$ cat src/rtl/fp_addsub_align_shift.sv
// Two-stage alignment shifter: coarse byte shift, then fine 0-7 bit shift.
// Ports: valid/ready in/out, Mmin/Mmax/CExp/Shift/Side in, MminS/Sticky/MmaxO/CExpO/SideO out.
module fp_addsub_align_shift #(
  parameter int SIDE_W = 4
) (
  input  logic              clk,
  input  logic              rst_n,
  input  logic              in_valid,
  output logic              in_ready,
  input  logic [31:0]       Mmin,
  input  logic [24:0]       Mmax,
  input  logic [7:0]        CExp,
  input  logic [4:0]        Shift,
  input  logic [SIDE_W-1:0] Side,
  output logic              out_valid,
  input  logic              out_ready,
  output logic [31:0]       MminS,
  output logic              Sticky,
  output logic [24:0]       MmaxO,
  output logic [7:0]        CExpO,
  output logic [SIDE_W-1:0] SideO
);

  logic              s1_valid_q, s2_valid_q;
  logic              adv1, adv2;

  logic [31:0]       m1_d, m1_q;
  logic              st1_d, st1_q;
  logic [2:0]        fine_q;
  logic [24:0]       mmax1_q;
  logic [7:0]        cexp1_q;
  logic [SIDE_W-1:0] side1_q;

  logic [31:0]       m2_d, m2_q;
  logic              st2_d, st2_q;
  logic [31:0]       fmask;
  logic [24:0]       mmax2_q;
  logic [7:0]        cexp2_q;
  logic [SIDE_W-1:0] side2_q;

  assign adv2      = !s2_valid_q | out_ready;
  assign adv1      = !s1_valid_q | adv2;
  assign in_ready  = adv1;
  assign out_valid = s2_valid_q;

  // Coarse step: whole-byte shift, sticky collects the dropped bytes.
  always_comb begin
    m1_d  = Mmin;
    st1_d = 1'b0;
    unique case (Shift[4:3])
      2'd0: begin
        m1_d  = Mmin;
        st1_d = 1'b0;
      end
      2'd1: begin
        m1_d  = {8'b0, Mmin[31:8]};
        st1_d = |Mmin[7:0];
      end
      2'd2: begin
        m1_d  = {16'b0, Mmin[31:16]};
        st1_d = |Mmin[15:0];
      end
      2'd3: begin
        m1_d  = {24'b0, Mmin[31:24]};
        st1_d = |Mmin[23:0];
      end
    endcase
  end

  // Fine step: mask selects the low `fine` bits about to fall off.
  always_comb begin
    fmask = (32'd1 << fine_q) - 32'd1;
    m2_d  = m1_q >> fine_q;
    st2_d = st1_q | (|(m1_q & fmask));
  end

  always_ff @(posedge clk or negedge rst_n) begin
    if (!rst_n) begin
      s1_valid_q <= 1'b0;
      m1_q       <= '0;
      st1_q      <= 1'b0;
      fine_q     <= '0;
      mmax1_q    <= '0;
      cexp1_q    <= '0;
      side1_q    <= '0;
    end else if (adv1) begin
      s1_valid_q <= in_valid;
      m1_q       <= m1_d;
      st1_q      <= st1_d;
      fine_q     <= Shift[2:0];
      mmax1_q    <= Mmax;
      cexp1_q    <= CExp;
      side1_q    <= Side;
    end
  end

  always_ff @(posedge clk or negedge rst_n) begin
    if (!rst_n) begin
      s2_valid_q <= 1'b0;
      m2_q       <= '0;
      st2_q      <= 1'b0;
      mmax2_q    <= '0;
      cexp2_q    <= '0;
      side2_q    <= '0;
    end else if (adv2) begin
      s2_valid_q <= s1_valid_q;
      m2_q       <= m2_d;
      st2_q      <= st2_d;
      mmax2_q    <= mmax1_q;
      cexp2_q    <= cexp1_q;
      side2_q    <= side1_q;
    end
  end

  assign MminS  = m2_q;
  assign Sticky = st2_q;
  assign MmaxO  = mmax2_q;
  assign CExpO  = cexp2_q;
  assign SideO  = side2_q;

endmodule

$ cat config.mk
export PLATFORM = sky130hd
export DESIGN_NAME = fp_addsub_align_shift
export DESIGN_NICKNAME = d
export VERILOG_FILES = /design/src/rtl/fp_addsub_align_shift.sv
export SDC_FILE = /design/constraint.sdc
export NUM_CORES = 1
export LEC_CHECK = 0
export CAP_MARGIN = 20
export CORE_MARGIN = 10
export CORE_UTILIZATION = 45
export CTS_BUF_LIST = sky130_fd_sc_hd__clkbuf_8
export DETAILED_ROUTE_END_ITERATION = 8
export PLACE_DENSITY_LB_ADDON = 0.12
export SYNTH_ARGS = -nofsm -noshare
export SYNTH_HDL_FRONTEND = slang
export SYNTH_SLANG_ARGS = --single-unit
$ cat constraint.sdc
create_clock -name clk -period 2.5 [get_ports clk]
set_input_delay 0.5 -clock clk [delete_from_list [all_inputs] [get_ports clk]]
set_output_delay 0.5 -clock clk [all_outputs]
set_load 0.03 [all_outputs]
==> summary.txt <==
setup ws final -> 0.309 ns
syn avg cell area -> 9.12 sq um
Top Ports -> 150
post-synth top area cell -> dfrtp_1
routability congestion estimate -> 0.926
Clock power frac -> 0.274
slowest stage cell, crit path -> clkdlybuf4s50_1
Netlist Area Pre-Place -> 7020 sq um
Max Slew Vio Count -> 0
pre-CTS setup slack -> 0.293 ns
cts hold-fix bufs -> 0
clk slew on worst S/H paths -> 0.08 ns
Remaining Overflow, GRT -> 0
fin area -> 9070 sq um
CP Data Arrival Time -> 1.69 ns
Post CTS Setup Buffer Count -> 0
top post-synthesis cells by area -> dfrtp_1 (52%), nand2_1 (16%), mux2i_1 (13%), o21ai_0 (2.7%), a21oi_1 (1.6%)
reg-to-reg endpoint -> Sticky
fmax -> 456 MHz
clk buf depth -> 2
final WL -> 18600 microns
top_reg_cell synth -> dfrtp_1
post-DP HPWL -> 14200 microns
die width -> 145 microns
Tightest Pin Transition -> 0.688 ns
Worst path max stage delay -> 0.46 ns
Final Hold Vio Count -> 0
flops & latches, synth -> 145
Synth cell types -> 42
Total Nets Final -> 982
Crit path depth -> 5
CTS Buf Count -> 17
Max-Cap Viols -> 0
antenna violations before repair -> 1
Power Dens Cells -> 729 nW/um^2
vias in the first global route -> 5646
largest net degree at the start of global routing -> 80
Antenna Nets Post-Route -> 0
Sinks on Clock Net -> 145
Rows -> 45
outcome -> complete, no violations
Post-synth ARST share -> 1.00
logic gate share of total power -> 0.288
Worst Path Max Fanout -> 9
fin crit share -> 0.876
Pint -> 4.36 mW
DR WL/cell -> 16.5 microns
Initial DRC Count -> 366
critical path type -> in -> out
Switching Power -> 2.26 mW
register area share after synthesis -> 0.517
Starting Density -> 0.460
Tightest Hold Check Type -> in -> async
dpl cells -> 1094
Pleak -> 4.31 nW
area grow syn2layout -> 29.2%
global-route wire length before repair -> 30600 microns
via count -> 5660
count leader, synth -> nand2_1
Yosys Warn Count -> 0
Total GRT Usage -> 0.177
Placed Area -> 8680 sq um
Period minus WS final -> 2.19 ns
Max-Slew Margin vs Limit -> 0.540
total chip power -> 6.62 mW
CP bufs+invs -> 3
worst r2r path cells -> 7
post-synth top area share -> 0.517
CTS tree -> built
# resized after CTS -> 0
Crit Reg-Reg Startpoint -> fine_q[2]
clock latency on the worst-skew pair -> 0.45 ns
# DRC -> 0
Die Ht -> 145 microns
non-filler cells, final -> 1127
Critical path origin -> out_ready
# fillers -> 1385
Critical Path Start Type -> primary input
Mapped Nets -> 850
share of cells above drive strength 1 -> 0.0732
final setup vio count -> 0
Syn Inst Count -> 770
Post-synth EDFFs -> 0
crit end category -> output port
family with the most delay on the worst path -> buffers and inverters
DIE AREA -> 21000 sq um
DR pass1 iterations -> 4
# port buffers -> 149
Worst Skew -> 0.0129 ns
clock root buffer master -> clkbuf_8
Commonest cells post-synth -> nand2_1 (307), dfrtp_1 (145), mux2i_1 (92)
Flop pwr share -> 0.438
CORE AREA -> 15300 sq um
CP Cell Sequence -> clkdlybuf4s50_1, nor2b_4, and2_2, inv_2, buf_4
Crit path required time -> 2.00 ns
Peak VDD IR -> 318 uV
setup TNS -> 0 ns
H-Tree Depth -> 4
Avg Vias per Cell -> 5.02
R2R Setup Slk -> 0.47 ns
setup repair after global routing missed its margin -> no
Sw Share -> 0.342
-- state kept, by name, indices dropped and copies added, names as in the netlist --
signal,flops
CExpO,8
SideO,4
fine_q,3
m1_q,32
side1_q,4
s1_valid_q,1
MminS,32
MmaxO,25
cexp1_q,8
mmax1_q,25
st1_q,1
Sticky,1
out_valid,1
-- per-stage QoR --
stage | hold slack (ns) | util
2_1_floorplan | 0.204 | -
3_3_place_gp | 0.448 | 0.569
3_5_place_dp | 0.456 | 0.569
4_1_cts | 0.0276 | 0.594
5_1_grt | 0.0536 | 0.594
6_report | 0.0253 | 0.595
-- per-layer routing --
| metal | share of wire | GRT usage |
|---|---|---|
| met4 | 0.011 | 0.0562 |
| met5 | 0 | 0 |
| met2 | 0.46 | 0.271 |
| met3 | 0.059 | 0.0506 |
| met1 | 0.47 | 0.237 |
-- power groups by stage --
stage          Clock (mW)  Combinational [mW]  Sequential (mW)
2_1_floorplan           0               0.759             3.27
3_3_place_gp            0                1.89             2.93
3_5_place_dp            0                1.93             2.95
4_1_cts              1.86                1.93             2.90
5_1_grt              1.96                2.07             2.94
6_report             1.81                1.91             2.90
-- layout make-up --
class	count	area, sq um	share of cell area
Clock buffer	17	234	0.0258
Timing Repair Buffer	166	1660	0.182
Antenna cell	1	2.50	0.000276
Clock inverter	15	158	0.0174
Tap cell	211	264	0.0291
Inverter	5	18.8	0.00207
Multi-Input combinational cell	567	3110	0.343
Sequential cell	145	3630	0.400
-- cells in the final DEF (no fill, tap or decap), drive strengths merged, types with 4 or more instances in the layout --
master	n
nand2	307
clkbuf	17
inv	9
clkinv	6
nor2	27
nand3	10
o21ai	48
dfrtp	145
nor2b	4
nor4	9
mux2i	92
clkdlybuf4s50	147
mux2	8
o31ai	8
a21oi	22
buf	19
-- worst max path at each step --
stage                     endpoint  slack (ns)
after floorplan             Sticky        0.38
after global placement    in_ready        0.33
after detailed placement  in_ready        0.29
after CTS                 in_ready        0.29
after global routing      in_ready        0.24
final                     in_ready        0.31
-- cell families (layout without fill, tap and decap cells) --
kind of cell / count (synthesis) / after routing / share of synthesized area
xor+xnor: 1 / 1 / 0.00125
mux: 102 / 102 / 0.150
other cells: 0 / 1 / 0
compound gates: 95 / 95 / 0.0797
flops: 145 / 145 / 0.517
fa+ha+maj: 2 / 2 / 0.00356
simple gates: 367 / 367 / 0.208
buf+inv: 58 / 203 / 0.0403
(Power assumes the default switching activity.)
